[src/rtl/i2c_slave_proto_fsm.sv]
// I2C slave protocol engine: samples raw SCL/SDA, frames bytes, matches the device address
// and drives a byte-wide register file through an auto-incrementing pointer.
module i2c_slave_proto_fsm #(
  parameter logic [6:0] DEV_ADDR = 7'h3C,
  parameter bit         AUTO_INC = 1'b1
) (
  input  logic       clk,
  input  logic       rst_n,
  input  logic       scl_i,
  input  logic       sda_i,
  output logic       sda_oe,
  output logic [7:0] reg_addr,
  output logic [7:0] reg_wdata,
  output logic       reg_we,
  input  logic [7:0] reg_rdata,
  output logic       busy
);

  typedef enum logic [3:0] {
    IDLE, DEVADDR, DEVACK, REGADDR, REGACK, WRDATA, WRACK, RDDATA, RDACK, IGNORE
  } stateT;

  stateT      state;
  logic [1:0] sclSync, sdaSync;
  logic       sclPrev, sdaPrev;
  logic [2:0] bitCnt;
  logic [7:0] shiftReg;
  logic       isRead;
  logic       ackPhase;

  logic       sclNow, sdaNow;
  logic       sclRise, sclFall, startDet, stopDet;
  logic [7:0] rxByte, ptrInc;

  always_ff @(posedge clk or negedge rst_n) begin
    if (!rst_n) begin
      sclSync <= 2'b11;
      sdaSync <= 2'b11;
      sclPrev <= 1'b1;
      sdaPrev <= 1'b1;
    end else begin
      sclSync <= {sclSync[0], scl_i};
      sdaSync <= {sdaSync[0], sda_i};
      sclPrev <= sclSync[1];
      sdaPrev <= sdaSync[1];
    end
  end

  assign sclNow   = sclSync[1];
  assign sdaNow   = sdaSync[1];
  assign sclRise  = sclNow & ~sclPrev;
  assign sclFall  = ~sclNow & sclPrev;
  assign startDet = sclNow & sdaPrev & ~sdaNow;
  assign stopDet  = sclNow & ~sdaPrev & sdaNow;
  assign rxByte   = {shiftReg[6:0], sdaNow};
  assign ptrInc   = reg_addr + {7'd0, AUTO_INC};

  always_ff @(posedge clk or negedge rst_n) begin
    if (!rst_n) begin
      state     <= IDLE;
      bitCnt    <= 3'd0;
      shiftReg  <= 8'd0;
      isRead    <= 1'b0;
      ackPhase  <= 1'b0;
      sda_oe    <= 1'b0;
      reg_addr  <= 8'd0;
      reg_wdata <= 8'd0;
      reg_we    <= 1'b0;
      busy      <= 1'b0;
    end else begin
      reg_we <= 1'b0;
      // Bus conditions override whatever bit-level activity is in progress
      if (stopDet) begin
        state    <= IDLE;
        sda_oe   <= 1'b0;
        busy     <= 1'b0;
        ackPhase <= 1'b0;
      end else if (startDet) begin
        state    <= DEVADDR;
        bitCnt   <= 3'd0;
        sda_oe   <= 1'b0;
        ackPhase <= 1'b0;
      end else begin
        case (state)
          DEVADDR, REGADDR, WRDATA: if (sclRise) begin
            shiftReg <= rxByte;
            bitCnt   <= bitCnt + 3'd1;
            if (bitCnt == 3'd7) begin
              if (state == DEVADDR) begin
                if (rxByte[7:1] == DEV_ADDR) begin
                  state  <= DEVACK;
                  busy   <= 1'b1;
                  isRead <= rxByte[0];
                end else begin
                  state <= IGNORE;
                  busy  <= 1'b0;
                end
              end else if (state == REGADDR) begin
                reg_addr <= rxByte;
                state    <= REGACK;
              end else begin
                reg_wdata <= rxByte;
                state     <= WRACK;
              end
            end
          end
          // First fall drives ACK (and strobes a write), second fall releases and moves on
          DEVACK, REGACK, WRACK: if (sclFall) begin
            if (!ackPhase) begin
              ackPhase <= 1'b1;
              sda_oe   <= 1'b1;
              reg_we   <= (state == WRACK);
            end else begin
              ackPhase <= 1'b0;
              sda_oe   <= 1'b0;
              bitCnt   <= 3'd0;
              if (state == WRACK) begin
                reg_addr <= ptrInc;
                state    <= WRDATA;
              end else if (state == REGACK) begin
                state <= WRDATA;
              end else if (isRead) begin
                shiftReg <= reg_rdata;
                sda_oe   <= ~reg_rdata[7];
                state    <= RDDATA;
              end else begin
                state <= REGADDR;
              end
            end
          end
          RDDATA: if (sclFall) begin
            if (bitCnt == 3'd7) begin
              sda_oe <= 1'b0;
              bitCnt <= 3'd0;
              state  <= RDACK;
            end else begin
              bitCnt   <= bitCnt + 3'd1;
              sda_oe   <= ~shiftReg[6];
              shiftReg <= {shiftReg[6:0], 1'b0};
            end
          end
          RDACK: begin
            if (sclRise) begin
              if (!sdaNow) begin
                reg_addr <= ptrInc;
                ackPhase <= 1'b1;
              end else begin
                busy  <= 1'b0;
                state <= IGNORE;
              end
            end else if (sclFall && ackPhase) begin
              // Pointer moved at the ACK rise, so reg_rdata has long settled here
              ackPhase <= 1'b0;
              shiftReg <= reg_rdata;
              sda_oe   <= ~reg_rdata[7];
              bitCnt   <= 3'd0;
              state    <= RDDATA;
            end
          end
          IDLE, IGNORE: sda_oe <= 1'b0;
          default: state <= IDLE;
        endcase
      end
    end
  end

endmodule

[config.mk]
export PLATFORM = sky130hd
export DESIGN_NAME = i2c_slave_proto_fsm
export DESIGN_NICKNAME = d
export VERILOG_FILES = /design/src/rtl/i2c_slave_proto_fsm.sv
export SDC_FILE = /design/constraint.sdc
export NUM_CORES = 1
export LEC_CHECK = 0
export ABC_AREA = 0
export CORE_MARGIN = 3
export CORE_UTILIZATION = 40
export CTS_CLUSTER_DIAMETER = 80
export CTS_CLUSTER_SIZE = 14
export DETAILED_ROUTE_END_ITERATION = 10
export SYNTH_ARGS = -nofsm -noshare
export SYNTH_HDL_FRONTEND = slang
export SYNTH_SLANG_ARGS = --single-unit
[constraint.sdc]
create_clock -name clk -period 2.35 [get_ports clk]
set_input_delay 0.235 -clock clk [delete_from_list [all_inputs] [get_ports clk]]
set_output_delay 0.235 -clock clk [all_outputs]
set_load 0.01 [all_outputs]
==> run_results.csv <==
group,metric,value,unit
outcome,status,"finished clean",
power,cellInternalPower,2.34,mW
timing,tns,0,ns
detailed_routing,wirelength,7.39,mm
die,boundaryPins,31,
setup_path,critPathLaunchType,"flip-flop",
timing,clock_skew,0.00801,ns
clock_tree,cts_root_buffer,"clkbuf_8",
timing,worst_slew_pin_slew,0.938,ns
detailed_routing,vias,2448,
power,p_per_area,1250,nW/um^2
clock_tree,clock_sinks,41,
clock_tree,h-tree-depth,2,
job,drv_cap,0,
logic_synthesis,netlist_instances,287,
placed_design,gp_congestion,0.936,
logic_synthesis,yosysSeqAreaShare,39.9,%
timing,finalMaxSlewViolations,0,
placed_design,portBuffers,30,
logic_synthesis,avgSynthCellArea,9.02,um^2
finish,nNetsFinal,353,
detailed_routing,viasPerCell,5.91,
power,static-leakage-power,1.41,nW
logic_synthesis,syn_nets,302,
timing,setup_viol,0,
finish,drive_gt1_share,19.8,%
logic_synthesis,synthTopCellsByArea,"dfrtp_1 (34%), dfstp_2 (6.1%), nand2_1 (5.2%)",
global_routing,grt_pass1_wl,11.9,mm
min_path,hp-class,"in -> async",
timing,timing.final.crit_share,92.8,%
power,p_sw,1.75,mW
die,start_util,42.5,%
setup_path,cp_slowest_cell,"dfrtp_1",
die,core_area,6100,um^2
global_routing,grt_use_met3,3.90,%
global_routing,gr-usage-met1,30.6,%
logic_synthesis,synth_edf_count,0,
finish,area_growth,26.7,%
die,die_h,86.4,um
setup_path,path_class,"reg -> reg",
clock_tree,cts_made_buffers,5,
power,p_seq_share,29.6,%
die,fp-row-count,28,
finish,antennaDiodeCount,0,
clock_tree,worstSkewPairLatency,0.30,ns
timing,rsz0062_at_grt,"false",
setup_path,cp.arrival,2.38,ns
setup_path,critical_path.cell_chain,"inv_2, or4_1, a221o_1, buf_4, and3_4, a211oi_1",
timing,hold_viol_final,0,
global_routing,grt_antenna_before_repair,0,
detailed_routing,drt_iter0_markers,333,
detailed_routing,ant_nets,0,
logic_synthesis,ys_types,64,
clock_tree,cts_resized,0,
clock_tree,cts_tree,"built",
global_routing,track_usage,20.4,%
logic_synthesis,synth.top_cells.by_count,"nand2_1 (36), dfrtp_1 (35), a21oi_1 (23)",
logic_synthesis,ys_warn_count,0,
global_routing,overflow,0,
power,swShare,42.7,%
global_routing,grt_max_degree,42,
power,ir_drop,0.573,mV
placed_design,dp_hpwl,5.40,mm
logic_synthesis,synth_area,2590,um^2
setup_path,critPathRequiredTime,2.55,ns
setup_path,crit_path_end_kind,"flip-flop",
finish,final_util,53.8,%
logic_synthesis,synth.most_common_cell,"nand2_1",
logic_synthesis,ys_seq_elements,41,
logic_synthesis,yosysTopAreaCellShare,33.8,%
logic_synthesis,synthFlopType,"dfrtp_1",
die,dieArea,7470,um^2
logic_synthesis,yosys.area.top_type,"dfrtp_1",
clock_tree,clock_path_buffers,2,
die,die_w,86.4,um
global_routing,grt.busiest_layer,"met1",
setup_path,critPathMaxFanout,8,
timing,slew_headroom,37.4,%
detailed_routing,drtPass1Iterations,4,
detailed_routing,wl_per_cell,17.9,um
clock_tree,postCtsSetupBuffers,0,
setup_path,max_stage_delay,0.59,ns
logic_synthesis,async_reset_ff_share,100,%
global_routing,grt_pass1_vias,2331,
timing,min_period,2.18,ns
clock_tree,cts_hold_buf,0,
timing,max_freq,458,MHz
clock_tree,clk_pin_slew_worst_paths,0.09,ns
global_routing,grtUsageMet2,29.8,%
power,combPwrFrac,55.8,%
power,pwr-share-clk,14.5,%
detailed_routing,drc,0,
==> registers in the layout, indices dropped and copies added, names as in the netlist <==
register and flops:
sclSync 2, shiftReg 7, bitCnt 3, sdaPrev 1, sdaSync 2, reg_addr 8
sclPrev 1, isRead 1, state 4, reg_we 1, reg_wdata 8, busy 1
sda_oe 1, ackPhase 1
==> cells by family (layout without fill, tap and decap cells) <==
group	after synthesis	count (layout)	synth area share, %
simple gates	99	99	20.6
flops	41	41	39.9
xor+xnor	2	2	0.677
mux	22	22	9.23
compound gates	91	91	23.3
buf+inv	29	81	4.83
fa+ha+maj	3	3	1.45
==> critical path: cells and delay by family (launching register included) <==
kind,cells,cell delay [ns]
buffers and inverters,2,0.22
DFF,1,0.59
AOI/OAI and AO/OA,2,0.60
and+or+nand+nor,2,0.66
==> per-stage QoR <==
stage	hold slack [ns]	cell area, um^2	setup slack [ns]	instances	total power [mW]
6_report	0.0554	3280	0.169	414	4.09
2_1_floorplan	-0.0606	2590	0.305	287	2.59
3_3_place_gp	0.346	3170	0.203	406	3.48
5_1_grt	0.127	3280	0.0291	414	4.40
4_1_cts	0.105	3280	0.161	414	4.10
3_5_place_dp	0.348	3170	0.178	406	3.49
==> power groups by stage <==
stage	combinational, mW	sequential (mW)	clock (mW)
2_1_floorplan	1.48	1.11	0
3_3_place_gp	2.26	1.22	0
3_5_place_dp	2.27	1.22	0
4_1_cts	2.28	1.21	0.611
5_1_grt	2.52	1.25	0.628
6_report	2.29	1.21	0.595
==> metal layers <==
layer | wire [um] | up-vias
li1 | - | 1172
met1 | 3430 | 1174
met2 | 3310 | 94
met3 | 562 | 8
met4 | 93 | 0
met5 | 0 | -
==> area by class of cell <==
| type | instances | area (um^2) |
|---|---|---|
| fill | 590 | 2820 |
| multi-input combinational | 217 | 1430 |
| sequential | 41 | 1030 |
| timing repair buffer | 64 | 576 |
| tap | 75 | 93.8 |
| clock buffer | 5 | 68.8 |
| clock inverter | 3 | 43.8 |
| inverter | 9 | 33.8 |
==> worst paths after layout <==
check / startpoint / endpoint / slack (ns) / depth (start not counted)
max in group asynchronous: rst_n / reg_wdata[5]$_DFFE_PN0P_ / 1.70 / 1
hold / removal: rst_n / state[0]$_DFFE_PN0P_ / 0.06 / 1
setup / recovery: state[3]$_DFFE_PN0P_ / state[1]$_DFFE_PN0P_ / 0.17 / 6
hold reg to reg: sclSync[0]$_DFF_PN1_ / sclSync[1]$_DFF_PN1_ / 0.36 / 0
setup reg to reg: state[3]$_DFFE_PN0P_ / state[1]$_DFFE_PN0P_ / 0.17 / 6
min in group clk: scl_i / sclSync[0]$_DFF_PN1_ / 0.33 / 1
==> cells in the final DEF, fill, tap and decap left out, types with 3 or more instances in the layout <==
master           netlist  final
a31oi_1               14     14
mux2_1                 3      3
mux2i_1                7      7
clkdlybuf4s50_1        0     29
nor3_1                 4      4
a21oi_1               23     23
buf_4                  0     32
mux2_2                12     12
nand2b_1               8      8
and2_1                 4      4
a22oi_1                3      3
nor2_1                13     13
a21boi_0               3      3
o21ai_1               11     11
o211ai_1               4      4
nand3_1                7      7
nor2b_1                4      4
ha_1                   3      3
clkbuf_8               0      5
dfstp_2                6      6
dfrtp_1               35     35
o21ai_0                7      7
nand2_1               36     36
inv_1                  7      7
No activity file was read; power rests on OpenSTA's default activity.
